[config.mk]
export PLATFORM = sky130hd
export DESIGN_NAME = irq_select_controller
export DESIGN_NICKNAME = d
export VERILOG_FILES = /design/src/rtl/irq_select_controller.sv
export SDC_FILE = /design/constraint.sdc
export NUM_CORES = 1
export LEC_CHECK = 0
export CORE_AREA = 10 10 79 81
export DETAILED_ROUTE_END_ITERATION = 16
export DIE_AREA = 0 0 89 91
export DONT_BUFFER_PORTS = 1
export GPL_TIMING_DRIVEN = 1
export MAX_ROUTING_LAYER = met4
export PLACE_DENSITY = 0.66
export SKIP_CTS_REPAIR_TIMING = 1
export SLEW_MARGIN = 40
export SYNTH_ARGS = -nofsm -noshare
export SYNTH_HDL_FRONTEND = slang
export SYNTH_SLANG_ARGS = --single-unit
[constraint.sdc]
create_clock -name CLK -period 2.1 [get_ports CLK]
set_clock_uncertainty 0.15 [all_clocks]
set_input_delay 0.42 -clock CLK [delete_from_list [all_inputs] [get_ports CLK]]
set_output_delay 0.42 -clock CLK [all_outputs]
set_load 0.01 [all_outputs]
[src/rtl/irq_select_controller.sv]
// irq_select_controller: edge-latched, masked, fixed-priority interrupt selector driving decoder S
module irq_select_controller #(
  parameter int SEL_W = 4,
  parameter int NUM_IRQ = 2 ** SEL_W,
  parameter int TIMEOUT_CYC = 255
) (
  input  logic               CLK,
  input  logic               RST_N,
  input  logic [NUM_IRQ-1:0] irq_in,
  input  logic               mask_wr,
  input  logic [NUM_IRQ-1:0] mask_data,
  input  logic               eoi,
  input  logic               int_ack,
  output logic               int_req,
  output logic [SEL_W-1:0]   int_sel,
  output logic               busy,
  output logic [NUM_IRQ-1:0] pending,
  output logic [NUM_IRQ-1:0] mask_out,
  output logic               timeout
);
  typedef enum logic [1:0] {IDLE, REQ, SVC} state_t;
  state_t state, state_n;
  logic [NUM_IRQ-1:0] hist, elig, clr;
  logic [SEL_W-1:0] win, sel_n;
  logic req_n, busy_n, to_hit, to_n;
  assign elig = pending & ~mask_out;
`ifdef IRQ_TIMEOUT_EN
  logic [7:0] cnt;
  assign to_hit = (cnt == 8'(TIMEOUT_CYC - 1));
  always_ff @(posedge CLK) begin
    if (!RST_N) begin
      cnt <= '0;
      timeout <= 1'b0;
    end else begin
      cnt <= (state == REQ) ? cnt + 8'd1 : 8'd0;
      timeout <= to_n;
    end
  end
`else
  assign to_hit = 1'b0;
  assign timeout = 1'b0;
`endif
  always_comb begin
    win = '0;
    for (int i = NUM_IRQ - 1; i >= 0; i--)
      if (elig[i]) win = SEL_W'(i);
  end
  always_comb begin
    state_n = state;
    req_n = int_req;
    sel_n = int_sel;
    busy_n = busy;
    to_n = 1'b0;
    clr = '0;
    case (state)
      IDLE: if (|elig) begin
        state_n = REQ;
        req_n = 1'b1;
        sel_n = win;
      end
      REQ: if (int_ack) begin
        state_n = SVC;
        req_n = 1'b0;
        busy_n = 1'b1;
        clr = NUM_IRQ'(1) << int_sel;
      end else if (to_hit) begin
        state_n = IDLE;
        req_n = 1'b0;
        to_n = 1'b1;
      end
      SVC: if (eoi) begin
        state_n = IDLE;
        busy_n = 1'b0;
      end
      default: state_n = IDLE;
    endcase
  end
  always_ff @(posedge CLK) begin
    if (!RST_N) begin
      state <= IDLE;
      int_req <= 1'b0;
      int_sel <= '0;
      busy <= 1'b0;
      pending <= '0;
      mask_out <= '1;
      hist <= '0;
    end else begin
      state <= state_n;
      int_req <= req_n;
      int_sel <= sel_n;
      busy <= busy_n;
      hist <= irq_in;
      pending <= (pending & ~clr) | (irq_in & ~hist);
      if (mask_wr) mask_out <= mask_data;
    end
  end
endmodule

# After elaboration in Yosys (flattened, before gate mapping)
# Index checks and enable logic that the tools add are counted.
[word_totals]
elab_cells = 56
mem_bits_rw = 0
output_inout_bits = 39
mem_count = 0
reg_bits = 56
romBits = 0
latch_bits = 0
[classes]
n_bitwise = 7
n_mux = 28
shifts = 1
mul = 0
eq_ne = 5
div = 0
n_reduce_logical = 8
magnitude_cmp = 0
addsub = 0
[ops]
columns = ["operator", "count"]
rows = [
  ["$mux 4", 16],
  ["$and 16x16->16", 3],
  ["$not 16->16", 3],
  ["$mux 16", 2],
  ["$or 16x16->16", 1],
  ["$reduce_or 16->1", 1],
  ["$shl 1x4->16 const A", 1],
  ["$reduce_and 3->1", 3],
  ["$mux 2", 3],
  ["$ne 2x2->1 const B", 3],
  ["$pmux 2 s3", 1],
  ["$mux 1", 4],
  ["$pmux 1 s2", 2],
  ["$reduce_bool 2->1", 2],
  ["$eq 2x1->1 const B", 1],
  ["$eq 2x2->1 const B", 1],
  ["$logic_not 2->1", 1],
  ["$reduce_and 2->1", 1],
]

# Depth between registers and ports, before layout
# Gate-level depths: netlist of run 1.
[logic_depth]
depth_word = 18
mapped_depth = 6
mapped_depth_nobuf = 5

# Worst setup path after synthesis of run 1
# Ideal clock, no wire load.
[synth_path]
path_type = "register to register"
start = "reg pending[2]"
end = "reg int_req"
arrival_time_ns = 1.953
path_slack_ns = -0.119
period_less_slack_ns = 2.219
path_stages_with_launch = 7
n_path_buf = 1
setup_ns = 0.116
cell_sequence = "dfxtp_1 -> nor2b_1 -> or4_4 -> or4_4 -> buf_6 -> a21oi_2 -> and3b_1"
[synth_via]
elab_chain_len = 4
[synth_lines]
columns = ["element", "line_no", "rtl"]
rows = [
  ["from (decl)", "17", "output logic [NUM_IRQ-1:0] pending,"],
  ["from (signal assigned)", "93", "pending <= (pending & ~clr) | (irq_in & ~hist);"],
  ["$and 16x16->16", "26", "assign elig = pending & ~mask_out;"],
  ["$reduce_or 16->1", "56", "IDLE: if (|elig) begin"],
  ["$ne 2x2->1 (no source line)", "-", ""],
  ["$reduce_and 3->1 (no source line)", "-", ""],
  ["to (signal assigned)", "89", "int_req <= req_n;"],
  ["to (decl)", "14", "output logic int_req,"],
]
# Every way passes these cells.
# A chain may end at the register's enable or synchronous reset.

# Worst setup path after layout of run 1
[layout_path]
start = "reg pending[14]"
end = "reg int_req"
# The elaborated chain is that of the path after synthesis.

==> flow_metrics.env, run 1 <==
export IMPL_ant_nets=0
export IMPL_r2r_setup_slack_ns=-0.007
export IMPL_hold_viol=0
export IMPL_fillers=425
export IMPL_antenna_cells=0
export IMPL_use_met1_pct=18.5
export IMPL_synth_area_leaders="dfxtp_1 49%, nand2b_1 7.9%, mux2i_1 7.4%, a21boi_0 5.5%, and2_1 4.9%"
export IMPL_yosysUniqueCellTypes=35
export IMPL_busiest_layer="met2"
export IMPL_clock_root_buffer="clkbuf_8"
export IMPL_setup_worst_path_end_class="flop"
export IMPL_criticalPathCategory="reg2reg"
export IMPL_path_max_fanout=7
export IMPL_p_sw_share_pct=25.6
export IMPL_clkLatencyLatePin_ns=0.30
export IMPL_status="finished, violations left"
export IMPL_grt_total_usage_pct=14.8
export IMPL_fmax_ghz=0.475
export IMPL_drc=0
export IMPL_synth_area_sq_um=2300
export IMPL_numPortBuffers=0
export IMPL_fp_row_count=25
export IMPL_synth_common_cells="56 x dfxtp_1, 29 x nand2_1, 29 x nand2b_1, 22 x o21ai_0, 18 x and2_1"
export IMPL_stdcell_count=321
export IMPL_rsz0062_at_grt="true"
export IMPL_pwr_share_comb_pct=13.0
export IMPL_die_h_um=91
export IMPL_p_seq_share_pct=55.4
export IMPL_wl_per_cell_um=17.7
export IMPL_period_needed_ns=2.11
export IMPL_synth_edf_count=0
export IMPL_ir_drop_v=0.000358
export IMPL_syn_nets=285
export IMPL_cpMaxStageDelayCell="or4_4"
export IMPL_synthToLayoutAreaGrowth_pct=13.5
export IMPL_gp_congestion=0.889
export IMPL_synth_most_common_cell="dfxtp_1"
export IMPL_p_total_uw=2210
export IMPL_powerDensity_nw_per_um2=846
export IMPL_vias_per_cell=5.26
export IMPL_p_leak_uw=0.00111
export IMPL_synth_area_leader_cell="dfxtp_1"
export IMPL_grt_pass1_vias=1722
export IMPL_grt_start_max_net_pins=60
export IMPL_clk_pin_slew_ns=0.10
export IMPL_path_cells="nor2b_4, or4bb_1, or4_4, a21oi_2, and3b_1"
export IMPL_grt_pass1_wl_um=9250
export IMPL_worst_hold_path_type="in2reg"
export IMPL_violations="setup timing"
export IMPL_drv_slew=0
export IMPL_die_w_um=89
export IMPL_seq_area_frac_synth_pct=48.7
export IMPL_period_share_pct=100
export IMPL_start_util_pct=49.4
export IMPL_core_area_sq_um=4660
export IMPL_ys_flop_type="dfxtp_1"
export IMPL_cts_num_sinks=56
export IMPL_clockBufferDepth=2
export IMPL_ys_seq_elements=56
export IMPL_die_area_sq_um=8100
export IMPL_numCtsBuffers=5
export IMPL_place_inst=312
export IMPL_grt_antenna_before_repair=0
export IMPL_grt_overflow=0
export IMPL_post_dp_hpwl_um=4410
export IMPL_layout_setup_ws_ns=-0.00720
export IMPL_clockPowerShare_pct=31.6
export IMPL_synth_top_area_share_pct=48.7
export IMPL_drive_above_1_share_pct=16.1
export IMPL_use_met3_pct=5.27
export IMPL_syn_inst=248
export IMPL_cts_tree="yes"
export IMPL_fin_nets=303
export IMPL_cp_required_ns=2.16
export IMPL_max_stage_delay_ns=0.61
export IMPL_routed_wirelength_um=5690
export IMPL_avgSynthCellArea_sq_um=9.29
export IMPL_p_switching_uw=565
export IMPL_ios=76
export IMPL_arrival_ns=2.17
export IMPL_pre_cts_ws_ns=-0.00416
export IMPL_yosysWarnings=0
export IMPL_met2_usage_pct=21.5
export IMPL_cap_violations=0
export IMPL_vias=1687
export IMPL_p_int_uw=1650
export IMPL_async_flop_share_pct=0
export IMPL_setup_viol=1
export IMPL_drtIter0Drc=75
export IMPL_first_pass_iters=4
export IMPL_crit_path_start_kind="flop"
export IMPL_htree_levels=2
[placed cells by master, fill, tap and decap left out, drive strengths merged, types with 2 or more instances in the layout]
cell | synthesis | routed
nor3 | 3 | 3
a21oi | 6 | 6
nor2b | 9 | 9
and2 | 18 | 18
nand2 | 29 | 29
mux2i | 17 | 17
clkbuf | 7 | 5
buf | 3 | 21
nand4 | 3 | 3
nand2b | 29 | 29
dfxtp | 56 | 56
inv | 6 | 6
o211ai | 2 | 2
o21ai | 22 | 22
or4 | 2 | 2
nand3 | 5 | 5
a21boi | 17 | 17
[power groups by stage]
stage	logic, uW	clock network (uW)	registers (uW)
4_1_cts	288	712	1230
6_report	288	698	1230
2_1_floorplan	215	0	1250
3_3_place_gp	284	0	1250
3_5_place_dp	287	0	1250
5_1_grt	328	756	1240
[routing by layer]
metal / vias up / share of wire (%)
met3: 8 / 10
met1: 739 / 44
met2: 63 / 44
li1: 877 / -
met4: 0 / 1.8
met5: - / 0
[through the flow]
stage	instance area [sq um]	hold WS (ns)	TNS [ns]	utilization (%)
floorplan	2330	0.313	-0.0696	-
global placement	2490	0.326	-0.000912	53.5
detailed placement	2490	0.331	-0.00416	53.5
CTS	2610	0.0186	-0.0172	55.9
global route	2610	0.0112	-0.124	56.1
finish	2610	0.0273	-0.00720	56.1
[state kept, by name (all words and copies together) (netlist names)]
register,count
hist,16
mask_out,16
pending,16
int_sel,4
state,2
busy,1
int_req,1
[worst paths after layout]
path	from	endpoint	cells after the start
hold reg to reg	hist[3]$_SDFF_PN0_	pending[3]$_SDFF_PN0_	2
hold / removal	RST_N	mask_out[0]$_SDFFE_PN1P_	1
setup reg to reg	pending[14]$_SDFF_PN0_	int_req$_SDFFE_PN0P_	5
setup / recovery	pending[14]$_SDFF_PN0_	int_req$_SDFFE_PN0P_	5
[critical path, delay by kind of cell, from the launching register on]
family | cells | cell delay [ns]
compound gates | 1 | 0.13
simple gates | 4 | 1.42
flops | 1 | 0.33
[layout make-up]
| cell class | count | area [sq um] | area share (%) |
|---|---|---|---|
| inverters | 6 | 22.5 | 0.862 |
| clock inverters | 3 | 42.5 | 1.63 |
| multi-input cells | 176 | 1130 | 43.1 |
| repair buffers | 21 | 158 | 6.03 |
| flip-flops and latches | 56 | 1130 | 43.2 |
| well taps | 54 | 67.6 | 2.58 |
| clock buffers | 5 | 68.8 | 2.63 |
[cell families (layout without fill, tap and decap cells)]
kind of cell | Yosys count | after routing | share of synthesized area (%)
and+or+nand+nor | 103 | 103 | 25.2
DFF | 56 | 56 | 48.7
AOI/OAI and AO/OA | 55 | 55 | 15.5
muxes | 17 | 17 | 7.39
buffers and inverters | 16 | 35 | 3.10
other | 1 | 1 | 0.163
(Power assumes the default switching activity.)
==> run 2: changes to the inputs <==
CAP_MARGIN = 10   (was not set)
CTS_CLUSTER_DIAMETER = 200   (was not set)
==> results of run 2 <==
No change in the layout: final DEF, timing and power equal those of run 1.
